==> config.mk <==
export PLATFORM = sky130hd
export DESIGN_NAME = alu_arbiter
export DESIGN_NICKNAME = d
export VERILOG_FILES = /design/src/rtl/alu_arbiter.sv
export SDC_FILE = /design/constraint.sdc
export NUM_CORES = 1
export LEC_CHECK = 0
export ABC_AREA = 1
export BUFFER_PORTS_ARGS = -buffer_cell sky130_fd_sc_hd__buf_2
export CAP_MARGIN = 10
export CORE_ASPECT_RATIO = 1.5
export CORE_UTILIZATION = 40
export CTS_CLUSTER_DIAMETER = 60
export DETAILED_ROUTE_END_ITERATION = 7
export GPL_ROUTABILITY_DRIVEN = 1
export PLACE_DENSITY = 0.81
export SLEW_MARGIN = 15
export SYNTH_ARGS = -nofsm -noshare
export SYNTH_HDL_FRONTEND = slang
export SYNTH_SLANG_ARGS = --single-unit
export TNS_END_PERCENT = 100
==> constraint.sdc <==
create_clock -name clk -period 2.7 [get_ports clk]
set_input_delay 0.54 -clock clk [delete_from_list [all_inputs] [get_ports clk]]
set_output_delay 0.54 -clock clk [all_outputs]
set_load 0.02 [all_outputs]
==> src/rtl/alu_arbiter.sv <==
`default_nettype none
// +----------------------------------------------------------------------------+
// | Module   : alu_arbiter                                                     |
// | Purpose  : Round-robin arbiter sharing one ALU593 between NREQ requesters. |
// |            Captures the winner's operands/opcode, runs the ALU start/done  |
// |            handshake and returns the 16-bit result with a one-cycle pulse. |
// | Ports    : clk, reset (async, active-high)                                 |
// |            req[NREQ], req_A/req_B[NREQ*8], req_op[NREQ]  - requesters      |
// |            gnt, rsp_valid (one-hot pulses), rsp_result, rsp_err, busy      |
// |            start, A, B, op (to ALU); alu_done, alu_result (from ALU)       |
// | Options  : ALU_ARB_TIMEOUT_EN - abort an operation after TIMEOUT BUSY      |
// |            cycles without alu_done (response flagged with rsp_err).        |
// | Revision : 1.0 - initial release                                           |
// +----------------------------------------------------------------------------+

package tinyalu_pkg;
    typedef enum logic [2:0] {
        no_op  = 3'b000,
        add_op = 3'b001,
        and_op = 3'b010,
        xor_op = 3'b011,
        mul_op = 3'b100,
        rst_op = 3'b111
    } alu_opcode_t;
endpackage

module alu_arbiter
    import tinyalu_pkg::*;
#(
    parameter int NREQ    = 2,
    parameter int TIMEOUT = 64
) (
    input  logic                   clk,
    input  logic                   reset,
    input  logic [NREQ-1:0]        req,
    input  logic [NREQ*8-1:0]      req_A,
    input  logic [NREQ*8-1:0]      req_B,
    input  alu_opcode_t [NREQ-1:0] req_op,
    output logic [NREQ-1:0]        gnt,
    output logic [NREQ-1:0]        rsp_valid,
    output logic [15:0]            rsp_result,
    output logic                   rsp_err,
    output logic                   busy,
    output logic                   start,
    output logic [7:0]             A,
    output logic [7:0]             B,
    output alu_opcode_t            op,
    input  logic                   alu_done,
    input  logic [15:0]            alu_result
);

    localparam int                 c_PTR_W    = $clog2(NREQ);
    localparam logic [c_PTR_W-1:0] c_LAST_RST = c_PTR_W'(NREQ - 1);

    if (NREQ < 2 || NREQ > 4 || TIMEOUT < 1) begin : g_param_check
        $error("alu_arbiter: NREQ must be 2..4 and TIMEOUT must be >= 1");
    end

    typedef enum logic [0:0] {
        S_IDLE = 1'b0,
        S_BUSY = 1'b1
    } state_t;

    state_t               r_state,      w_state_nxt;
    logic                 r_start,      w_start_nxt;
    logic [7:0]           r_A,          w_A_nxt;
    logic [7:0]           r_B,          w_B_nxt;
    alu_opcode_t          r_op,         w_op_nxt;
    logic [NREQ-1:0]      r_gnt,        w_gnt_nxt;
    logic [NREQ-1:0]      r_rsp_valid,  w_rsp_valid_nxt;
    logic [15:0]          r_rsp_result, w_rsp_result_nxt;
    logic                 r_rsp_err,    w_rsp_err_nxt;
    logic                 r_busy,       w_busy_nxt;
    logic [c_PTR_W-1:0]   r_last,       w_last_nxt;
    logic [c_PTR_W-1:0]   r_owner,      w_owner_nxt;

`ifdef ALU_ARB_TIMEOUT_EN
    localparam int                 c_CNT_W = $clog2(TIMEOUT + 1);
    // Compared before incrementing, so the TIMEOUT-th BUSY cycle sees TIMEOUT-1.
    localparam logic [c_CNT_W-1:0] c_TMAX  = c_CNT_W'(TIMEOUT - 1);
    logic [c_CNT_W-1:0]   r_tcnt,       w_tcnt_nxt;
`endif

    // Round-robin search starting just after the last winner.
    logic                 w_found;
    logic [c_PTR_W-1:0]   w_winner;
    logic [c_PTR_W-1:0]   w_idx_p;
    int                   w_idx;
    logic [NREQ-1:0]      w_oh_win;
    logic [NREQ-1:0]      w_oh_own;

    always_comb begin
        w_found  = 1'b0;
        w_winner = '0;
        w_idx    = 0;
        w_idx_p  = '0;
        for (int k = 1; k <= NREQ; k++) begin
            w_idx = int'(r_last) + k;
            if (w_idx >= NREQ) begin
                w_idx = w_idx - NREQ;
            end
            w_idx_p = c_PTR_W'(w_idx);
            if (!w_found && req[w_idx_p]) begin
                w_found  = 1'b1;
                w_winner = w_idx_p;
            end
        end
        w_oh_win           = '0;
        w_oh_win[w_winner] = 1'b1;
        w_oh_own           = '0;
        w_oh_own[r_owner]  = 1'b1;
    end

    // Next-state and registered-output logic.
    always_comb begin
        w_state_nxt      = r_state;
        w_start_nxt      = r_start;
        w_A_nxt          = r_A;
        w_B_nxt          = r_B;
        w_op_nxt         = r_op;
        w_gnt_nxt        = '0;
        w_rsp_valid_nxt  = '0;
        w_rsp_result_nxt = r_rsp_result;
        w_rsp_err_nxt    = r_rsp_err;
        w_busy_nxt       = r_busy;
        w_last_nxt       = r_last;
        w_owner_nxt      = r_owner;
`ifdef ALU_ARB_TIMEOUT_EN
        w_tcnt_nxt       = r_tcnt;
`endif
        case (r_state)
            S_IDLE: begin
                w_start_nxt = 1'b0;
                if (w_found) begin
                    w_A_nxt     = req_A[{w_winner, 3'b000} +: 8];
                    w_B_nxt     = req_B[{w_winner, 3'b000} +: 8];
                    w_op_nxt    = req_op[w_winner];
                    w_start_nxt = 1'b1;
                    w_busy_nxt  = 1'b1;
                    w_gnt_nxt   = w_oh_win;
                    w_owner_nxt = w_winner;
                    w_last_nxt  = w_winner;
                    w_state_nxt = S_BUSY;
`ifdef ALU_ARB_TIMEOUT_EN
                    w_tcnt_nxt  = '0;
`endif
                end
            end
            S_BUSY: begin
                if (alu_done) begin
                    w_start_nxt      = 1'b0;
                    w_busy_nxt       = 1'b0;
                    w_rsp_result_nxt = alu_result;
                    w_rsp_valid_nxt  = w_oh_own;
                    w_rsp_err_nxt    = 1'b0;
                    w_state_nxt      = S_IDLE;
                end
`ifdef ALU_ARB_TIMEOUT_EN
                else if (r_tcnt == c_TMAX) begin
                    w_start_nxt      = 1'b0;
                    w_busy_nxt       = 1'b0;
                    w_rsp_result_nxt = 16'h0000;
                    w_rsp_valid_nxt  = w_oh_own;
                    w_rsp_err_nxt    = 1'b1;
                    w_state_nxt      = S_IDLE;
                end else begin
                    w_tcnt_nxt = r_tcnt + 1'b1;
                end
`endif
            end
            default: begin
                w_state_nxt = S_IDLE;
            end
        endcase
    end

    always_ff @(posedge clk or posedge reset) begin
        if (reset) begin
            r_state      <= S_IDLE;
            r_start      <= 1'b0;
            r_A          <= '0;
            r_B          <= '0;
            r_op         <= no_op;
            r_gnt        <= '0;
            r_rsp_valid  <= '0;
            r_rsp_result <= '0;
            r_rsp_err    <= 1'b0;
            r_busy       <= 1'b0;
            r_last       <= c_LAST_RST;
            r_owner      <= '0;
`ifdef ALU_ARB_TIMEOUT_EN
            r_tcnt       <= '0;
`endif
        end else begin
            r_state      <= w_state_nxt;
            r_start      <= w_start_nxt;
            r_A          <= w_A_nxt;
            r_B          <= w_B_nxt;
            r_op         <= w_op_nxt;
            r_gnt        <= w_gnt_nxt;
            r_rsp_valid  <= w_rsp_valid_nxt;
            r_rsp_result <= w_rsp_result_nxt;
            r_rsp_err    <= w_rsp_err_nxt;
            r_busy       <= w_busy_nxt;
            r_last       <= w_last_nxt;
            r_owner      <= w_owner_nxt;
`ifdef ALU_ARB_TIMEOUT_EN
            r_tcnt       <= w_tcnt_nxt;
`endif
        end
    end

    assign start      = r_start;
    assign A          = r_A;
    assign B          = r_B;
    assign op         = r_op;
    assign gnt        = r_gnt;
    assign rsp_valid  = r_rsp_valid;
    assign rsp_result = r_rsp_result;
    assign rsp_err    = r_rsp_err;
    assign busy       = r_busy;

endmodule

`default_nettype wire
==> results.yml, run 1 <==
outcome:
  outcome: "completed"
critical_path:
  cp_slowest_cell: "nor2_2"
  r2r_end: "B[2]$_DFFE_PP0P_"
  r2r_cells: 5
  cp.required_ns: 2.89
  crit_arrival_ns: 1.85
  critical_path.endpoint_type: "flip-flop"
  timing.rr.start: "r_last$_DFFE_PP1P_"
  worstSetupPathType: "input pin to flip-flop"
  cp_max_fo: 23
  crit_top_cell: "nand2_1"
  crit_chain: "buf_2 > nor2_1 > nor2_2 > inv_2 > nand2_1 > nand2_1"
  startpoint_type: "input pin"
  reg2reg_setup_slack_ns: 1.22
  critPathMaxStageDelay_ns: 0.38
clocking:
  clock-sinks: 44
  post_cts_buffers: 0
  cts_tree: "done"
  clk_latency_ns: 0.30
  numCtsBuffers: 5
  cts_resized: 0
  holdBufCountCts: 0
  root_buffer: "clkbuf_8"
  clock_path_buffers: 2
  clk_pin_slew_worst_paths_ns: 0.08
  cts_max_level: 2
synthesis:
  ys_top_cells_by_area: "dfrtp_1 (54%), nand2_1 (21%), nand3_1 (9.7%)"
  postSynthCellCount: 263
  synth.avg_cell_area_um2: 7.636
  yosys_warnings: 0
  syn_nets: 322
  ys_types: 18
  synth_top_cell_area_share_pct: 53.58
  ys_seq_area_share_pct: 54.89
  netlist_area_um2: 2008
  yosysTopAreaCell: "dfrtp_1"
  ys_ff_latch: 44
timing:
  skew_ns: 0.005344
  slew_viol_final: 0
  fmaxAchievable_mhz: 600.7
  hold_viol: 0
  finalCriticalPeriod_ns: 1.665
  min_period_over_period_pct: 61.65
  fin_tns_setup_ns: 0
  relSlewSlack_pct: 41.76
  rsz0062_at_grt: "false"
  setup_viol: 0
  tightest_slew_ns: 0.8723
detailed_routing:
  wire_per_inst_um: 10.86
  first_pass_iters: 4
  wl_um: 4616
  drtAntennaViolNets: 0
  drtIter0Drc: 53
  vias_per_cell: 4.447
  drcViolationCount: 0
  num_vias: 1890
layout:
  syn2layout_area_growth_pct: 31.71
  final_cell_mix: "nand2_1 (112), buf_2 (99), dfrtp_1 (43)"
  layout.nets: 417
  fillers: 477
  drive_above_1_share_pct: 32.31
  final_common_cell: "nand2_1"
  diodes: 0
die:
  row_count: 31
  initial_utilization_pct: 41.75
  die_h_um: 88.78
  core_area_um2: 4810
  die-area_um2: 5313
  ios: 101
  die_x_um: 59.85
global_route:
  antenna_found_initial: 0
  grt_pass1_vias: 1707
  overflow: 0
  grt_pass1_wl_um: 7169
  grt_max_degree: 45
  grt.total_usage_pct: 18.10
worst_hold_path:
  hold_class: "input pin to async pin"
power:
  power_uw: 2450
  power_leakage_uw: 0.001662
  power_per_cell_area_nw_per_um2: 926.3
  vdd_drop_max_uv: 400.6
placed_design:
  routabilityCongestion: 0.7490
  io_buffers: 99
  dpl.hpwl_um: 3454
job:
  max_cap_viol_count: 0
-- power breakdown --
group | switching [µW] | internal [µW]
registers | 122 | 889
logic | 622 | 309
clock network | 229 | 279
total | 973 | 1480
-- per-stage QoR --
step                hold slack, ns  setup slack [ns]  utilization (%)  cell area (µm²)  cells
floorplan                   0.4032             1.131                -             2008    263
global route                0.4405            0.8676            54.99             2645    425
global placement            0.4065            0.7804            52.60             2530    417
detailed placement          0.4205            0.7267            52.60             2530    417
finish                      0.4188             1.035            54.99             2645    425
CTS                         0.4269             1.044            54.99             2645    425
-- Yosys cell counts --
cell type and count:
nor2_1 6, nand2_2 1, clkbuf_1 1, conb_1 1, inv_2 1, nand3_1 39
o21ai_1 1, inv_1 42, buf_2 9, nor2_2 1, nand2_1 112, buf_4 1
a21oi_2 1, buf_1 1, dfrtp_1 43, dfstp_2 1, buf_6 1, clkinv_2 1
-- worst max-delay path, delay by kind of cell --
| family | cells | cell delay [ns] |
|---|---|---|
| buffers and inverters | 2 | 0.63 |
| AND/OR/NAND/NOR | 4 | 0.67 |
-- registers in the layout, indices dropped and copies added, names as in the netlist --
name        cells
rsp_result     16
start           1
B               8
gnt             2
rsp_valid       2
r_owner         1
A               8
busy            1
op              3
r_last          1
r_state         1
-- worst max-delay path by stage --
stage / start / endpoint / slack [ns] / depth (start not counted)
6_report: req[1] / A[2]$_DFFE_PP0P_ / 1.04 / 6
5_1_grt: req[1] / B[4]$_DFFE_PP0P_ / 0.87 / 6
4_1_cts: req[1] / A[2]$_DFFE_PP0P_ / 1.04 / 6
3_5_place_dp: req[1] / B[3]$_DFFE_PP0P_ / 0.73 / 6
3_3_place_gp: req[1] / A[6]$_DFFE_PP0P_ / 0.78 / 6
2_1_floorplan: reset / A[0]$_DFFE_PP0P_ / 1.13 / 1
-- area by class of cell --
type | instances | area, µm² | share of cell area (%)
sequential | 44 | 1102 | 41.67
timing repair buffer | 101 | 510.5 | 19.30
clock buffer | 5 | 68.82 | 2.602
tap | 66 | 82.58 | 3.122
clock inverter | 3 | 46.29 | 1.750
multi-input combinational | 162 | 668.1 | 25.26
inverter | 44 | 166.4 | 6.291
-- routing by layer --
metal	routed length (µm)	part of all wire, %	GRT usage, %	vias up
li1	-	-	-	965
met1	1844	40	19.55	845
met2	2423	52	32.83	72
met3	282	6.1	4.386	8
met4	66	1.4	7.611	0
met5	0	0	0	-
-- cells by family after synthesis --
group                  share of synthesized area (%)
AOI/OAI and AO/OA                             0.6852
buffers and inverters                          11.84
DFF                                            54.89
other                                         0.1867
and+or+nand+nor                                32.40
(Power assumes the default switching activity.)
==> run 2, diff against run 1 <==
Clock period 2.7 ns to 1.6 ns, I/O delays scaled along.
==> results.yml, run 2 (same netlist as run 1, synthesis figures left out) <==
outcome:
  outcome: "completed"
clocking:
  clock-sinks: 44
  root_buffer: "clkbuf_8"
  cts_max_level: 2
  clock_path_buffers: 2
  holdBufCountCts: 0
  cts_tree: "done"
  clk_latency_ns: 0.29
  numCtsBuffers: 5
  clk_pin_slew_worst_paths_ns: 0.08
  cts_resized: 0
  post_cts_buffers: 0
critical_path:
  timing.rr.start: "r_last$_DFFE_PP1P_"
  cp_max_fo: 2
  startpoint_type: "flip-flop"
  reg2reg_setup_slack_ns: 0.42
  crit_family: "flip-flops"
  crit_path_end: "B[5]"
  r2r_cells: 6
  cp_slowest_cell: "dfrtp_1"
  worstSetupPathType: "flip-flop to output pin"
  crit_chain: "buf_2"
  crit_path_start: "B[5]$_DFFE_PP0P_"
  cp_num_cells: 1
  path_buf_inv: 1
  crit_arrival_ns: 0.87
  critical_path.endpoint_type: "output pin"
  critPathMaxStageDelay_ns: 0.41
  r2r_end: "B[6]$_DFFE_PP0P_"
  cp.required_ns: 1.28
placed_design:
  io_buffers: 99
  routabilityCongestion: 0.7179
  dpl.hpwl_um: 3583
global_route:
  grt_max_degree: 24
  grt_pass1_wl_um: 7769
  antenna_found_initial: 0
  grt.total_usage_pct: 19.44
  grt_pass1_vias: 1846
  overflow: 0
timing:
  fin_tns_setup_ns: 0
  min_period_over_period_pct: 74.09
  hold_viol: 0
  slew_viol_final: 0
  finalCriticalPeriod_ns: 1.185
  rsz0062_at_grt: "false"
  fmaxAchievable_mhz: 843.6
  skew_ns: 0.009468
  setup_viol: 0
power:
  p_int_uw: 2822
  vdd_drop_max_uv: 705.7
  power_per_cell_area_nw_per_um2: 1630
  p_clk_share_pct: 25.8
  power_switching_uw: 1633
  power.share.combinational_pct: 35.9
  p_sw_share_pct: 36.65
  p_seq_share_pct: 38.3
  power_leakage_uw: 0.001713
die:
  row_count: 31
  core_area_um2: 4810
  die_h_um: 88.78
  initial_utilization_pct: 41.75
  ios: 101
  die_x_um: 59.85
  die-area_um2: 5313
worst_hold_path:
  hold_class: "input pin to async pin"
detailed_routing:
  wire_per_inst_um: 11.12
  num_vias: 1950
  wl_um: 4794
  drtAntennaViolNets: 0
  drtIter0Drc: 70
  vias_per_cell: 4.524
  first_pass_iters: 4
  drcViolationCount: 0
layout:
  syn2layout_area_growth_pct: 36.14
  drive_above_1_share_pct: 33.42
  diodes: 0
  fin_util_pct: 56.84
  fillers: 467
  layout.nets: 423
  final_cell_mix: "nand2_1 (112), buf_2 (99), dfrtp_1 (43)"
  largest_reg_flops: 16
  final_common_cell: "nand2_1"
job:
  max_cap_viol_count: 0
==> run 2: cell types whose count changed in the layout (fill, tap and decap cells not counted), sizes merged <==
cell,delta
buf,+6
clkinvlp,-1
inv,-1
bufinv,+2
==> run 2: how the worst min path moves through the flow <==
stage,from,end,slack (ns),cells past startpoint
2_1_floorplan,r_owner$_DFFE_PP0P_,rsp_valid[0]$_DFF_PP0_,0.40,1
3_3_place_gp,reset,rsp_result[4]$_DFFE_PP0P_,0.33,2
3_5_place_dp,reset,rsp_result[4]$_DFFE_PP0P_,0.34,2
4_1_cts,reset,rsp_result[4]$_DFFE_PP0P_,0.02,2
5_1_grt,reset,rsp_result[3]$_DFFE_PP0P_,0.04,2
6_report,reset,rsp_result[3]$_DFFE_PP0P_,0.009,2
==> run 2: through the flow <==
step	hold slack, ns	total power [µW]	instances	setup WS, ns	instance area [µm²]
3_5_place_dp	0.3427	3344	423	0.3938	2575
4_1_cts	0.01652	4515	431	0.3990	2734
5_1_grt	0.04005	4753	431	0.3021	2734
2_1_floorplan	0.4032	2746	263	0.2506	2008
3_3_place_gp	0.3318	3299	423	0.4291	2575
6_report	0.008834	4455	431	0.4146	2734
==> run 2: power by group through the flow <==
stage               clock network, µW  logic, µW  registers, µW
CTS                              1180       1630           1710
finish                           1150       1600           1710
detailed placement                  0       1620           1720
floorplan                           0        582           2160
global placement                    0       1580           1720
global route                     1220       1780           1750
==> run 2: area by class of cell <==
class | count | area (µm²) | area share (%)
Clock buffer | 5 | 68.82 | 2.517
Sequential cell | 44 | 1102 | 40.32
Clock inverter | 3 | 90.09 | 3.295
Timing Repair Buffer | 107 | 555.5 | 20.32
Tap cell | 66 | 82.58 | 3.021
Inverter | 44 | 166.4 | 6.087
Multi-Input combinational cell | 162 | 668.1 | 24.44
==> run 2: metal layers <==
| metal | GRT usage [%] | wire [µm] | vias up |
|---|---|---|---|
| met5 | 0 | 0 | - |
| met4 | 9.937 | 83 | 0 |
| met3 | 4.678 | 298 | 8 |
| met2 | 34.95 | 2539 | 74 |
| met1 | 20.52 | 1872 | 890 |
| li1 | - | - | 978 |
==> run 3, diff against run 2 <==
Settings changed: PLACE_DENSITY 0.81 to 0.83.
Clock period 1.6 ns to 1.03 ns, I/O delays scaled along.
==> results.yml, run 3 (same netlist as run 1, synthesis figures left out) <==
die:
  core_area_um2: 4810
  die_h_um: 88.78
  row_count: 31
  initial_utilization_pct: 41.75
  die-area_um2: 5313
  die_x_um: 59.85
  ios: 101
timing:
  finalCriticalPeriod_ns: 1.127
  min_period_over_period_pct: 109.5
  skew_ns: 0.004544
  slew_viol_final: 0
  rsz0062_at_grt: "true"
  fin_tns_setup_ns: -2.002
  fmaxAchievable_mhz: 887.0
  whs_ns: 0.1087
  setup_viol: 48
  hold_viol: 0
  timing.final.ws_setup_ns: -0.09735
layout:
  syn2layout_area_growth_pct: 68.85
  seq_area_um2: 1104
  diodes: 0
  final_common_cell: "nand2_1"
  multi_input_area_um2: 843.3
  fin_area_um2: 3391
  layout.nets: 454
  final_cell_mix: "nand2_1 (89), buf_2 (59), buf_6 (47)"
  largest_reg_flops: 16
  drive_above_1_share_pct: 49.49
  fillers: 366
critical_path:
  crit_path_start: "r_last$_DFFE_PP1P_"
  timing.rr.start: "r_last$_DFFE_PP1P_"
  critPathMaxStageDelay_ns: 0.56
  path_buf_inv: 1
  cp.required_ns: 1.22
  r2r_cells: 6
  cp_max_fo: 5
  reg2reg_setup_slack_ns: -0.1
  cp_slowest_cell: "dfstp_2"
  r2r_end: "A[1]$_DFFE_PP0P_"
  crit_family: "flip-flops"
  critical_path.endpoint_type: "flip-flop"
  worstSetupPathType: "flip-flop to flip-flop"
  crit_chain: "nand2_4 > nand2_4 > buf_6 > nand2_2 > nand3_2 > nand2_2"
  startpoint_type: "flip-flop"
  crit_arrival_ns: 1.32
worst_hold_path:
  hold_depth: 3
  hold_class: "input pin to flip-flop"
  whs_endpoint: "rsp_result[3]$_DFFE_PP0P_"
  worst_hold_startpoint: "alu_result[3]"
placed_design:
  routabilityCongestion: 0.7455
  io_buffers: 99
  placed_cell_area_um2: 2636
  dpl.hpwl_um: 3567
detailed_routing:
  drcViolationCount: 0
  drtAntennaViolNets: 0
  vias_per_cell: 4.593
  drtIter0Drc: 43
  first_pass_iters: 4
  wl_um: 5537
  num_vias: 2122
  wire_per_inst_um: 11.98
power:
  power_uw: 8048
  vdd_drop_max_uv: 1544
  power_leakage_uw: 0.001963
  power_per_cell_area_nw_per_um2: 2373
clocking:
  clock_path_buffers: 2
  root_buffer: "clkbuf_8"
  clk_latency_ns: 0.29
  cts_max_level: 2
  cts_tree: "done"
  numCtsBuffers: 5
  clk_pin_slew_worst_paths_ns: 0.08
  clock-sinks: 44
global_route:
  antenna_found_initial: 0
  grt_pass1_wl_um: 8224
  grt_pass1_vias: 1919
  grt.total_usage_pct: 20.53
  overflow: 0
  grt_max_degree: 28
outcome:
  outcome: "finished with violations"
  violations: "negative setup slack"
job:
  max_cap_viol_count: 0
-- run 3: final cells by class --
class                   count  share of cell area [%]
well taps                  66                   2.435
inverters                  44                   5.129
clock inverters             2                   1.033
repair buffers            138                   31.85
multi-input cells         162                   24.87
clock buffers               6                   2.140
flip-flops and latches     44                   32.55
-- run 3: power breakdown --
part | internal (µW) | switching (µW) | leakage, µW
registers | 2340 | 471 | 0.000537
clock network | 720 | 573 | 0.0000552
logic | 2010 | 1930 | 0.00137
total | 5070 | 2980 | 0.00196
-- run 3: tightest hold or removal path, stage by stage --
cell,delay [ns]
buf_2,0.07
nand2_1,0.04
nand2_1,0.05
-- run 3: metrics by stage --
stage	setup slack [ns]	util, %	std cells
after floorplan	-0.02693	-	263
after global placement	-0.06019	54.81	429
after detailed placement	-0.1003	54.81	429
after CTS	-0.09340	65.24	452
after global routing	-0.1624	70.50	462
final	-0.09735	70.50	462
-- run 3: per-layer routing --
layer	up-vias	GRT usage, %	routed length, µm
li1	1043	-	-
met1	1003	23.15	2166
met2	69	37.98	3037
met3	7	3.801	239
met4	0	6.554	93
met5	-	0	0
-- run 3: worst max path at each step --
stage                                to  cells after the start  slack [ns]
floorplan           r_owner$_DFFE_PP0P_                      6       -0.03
global placement    r_owner$_DFFE_PP0P_                      6       -0.06
detailed placement     B[2]$_DFFE_PP0P_                      6       -0.10
CTS                    B[2]$_DFFE_PP0P_                      6       -0.09
global route           B[1]$_DFFE_PP0P_                      6       -0.16
finish                 A[1]$_DFFE_PP0P_                      6        -0.1
-- run 3: repair_timing --
action / 4_1_cts / 5_1_grt
gates resized for setup: 91 / 48
setup buffers: 12 / 10
endpoints found under the setup margin: 62 / 64
pin swaps: 4 / 20
gates cloned: 2 / 0
endpoints found under the hold margin: 9 / 0
hold buffers: 1 / 0
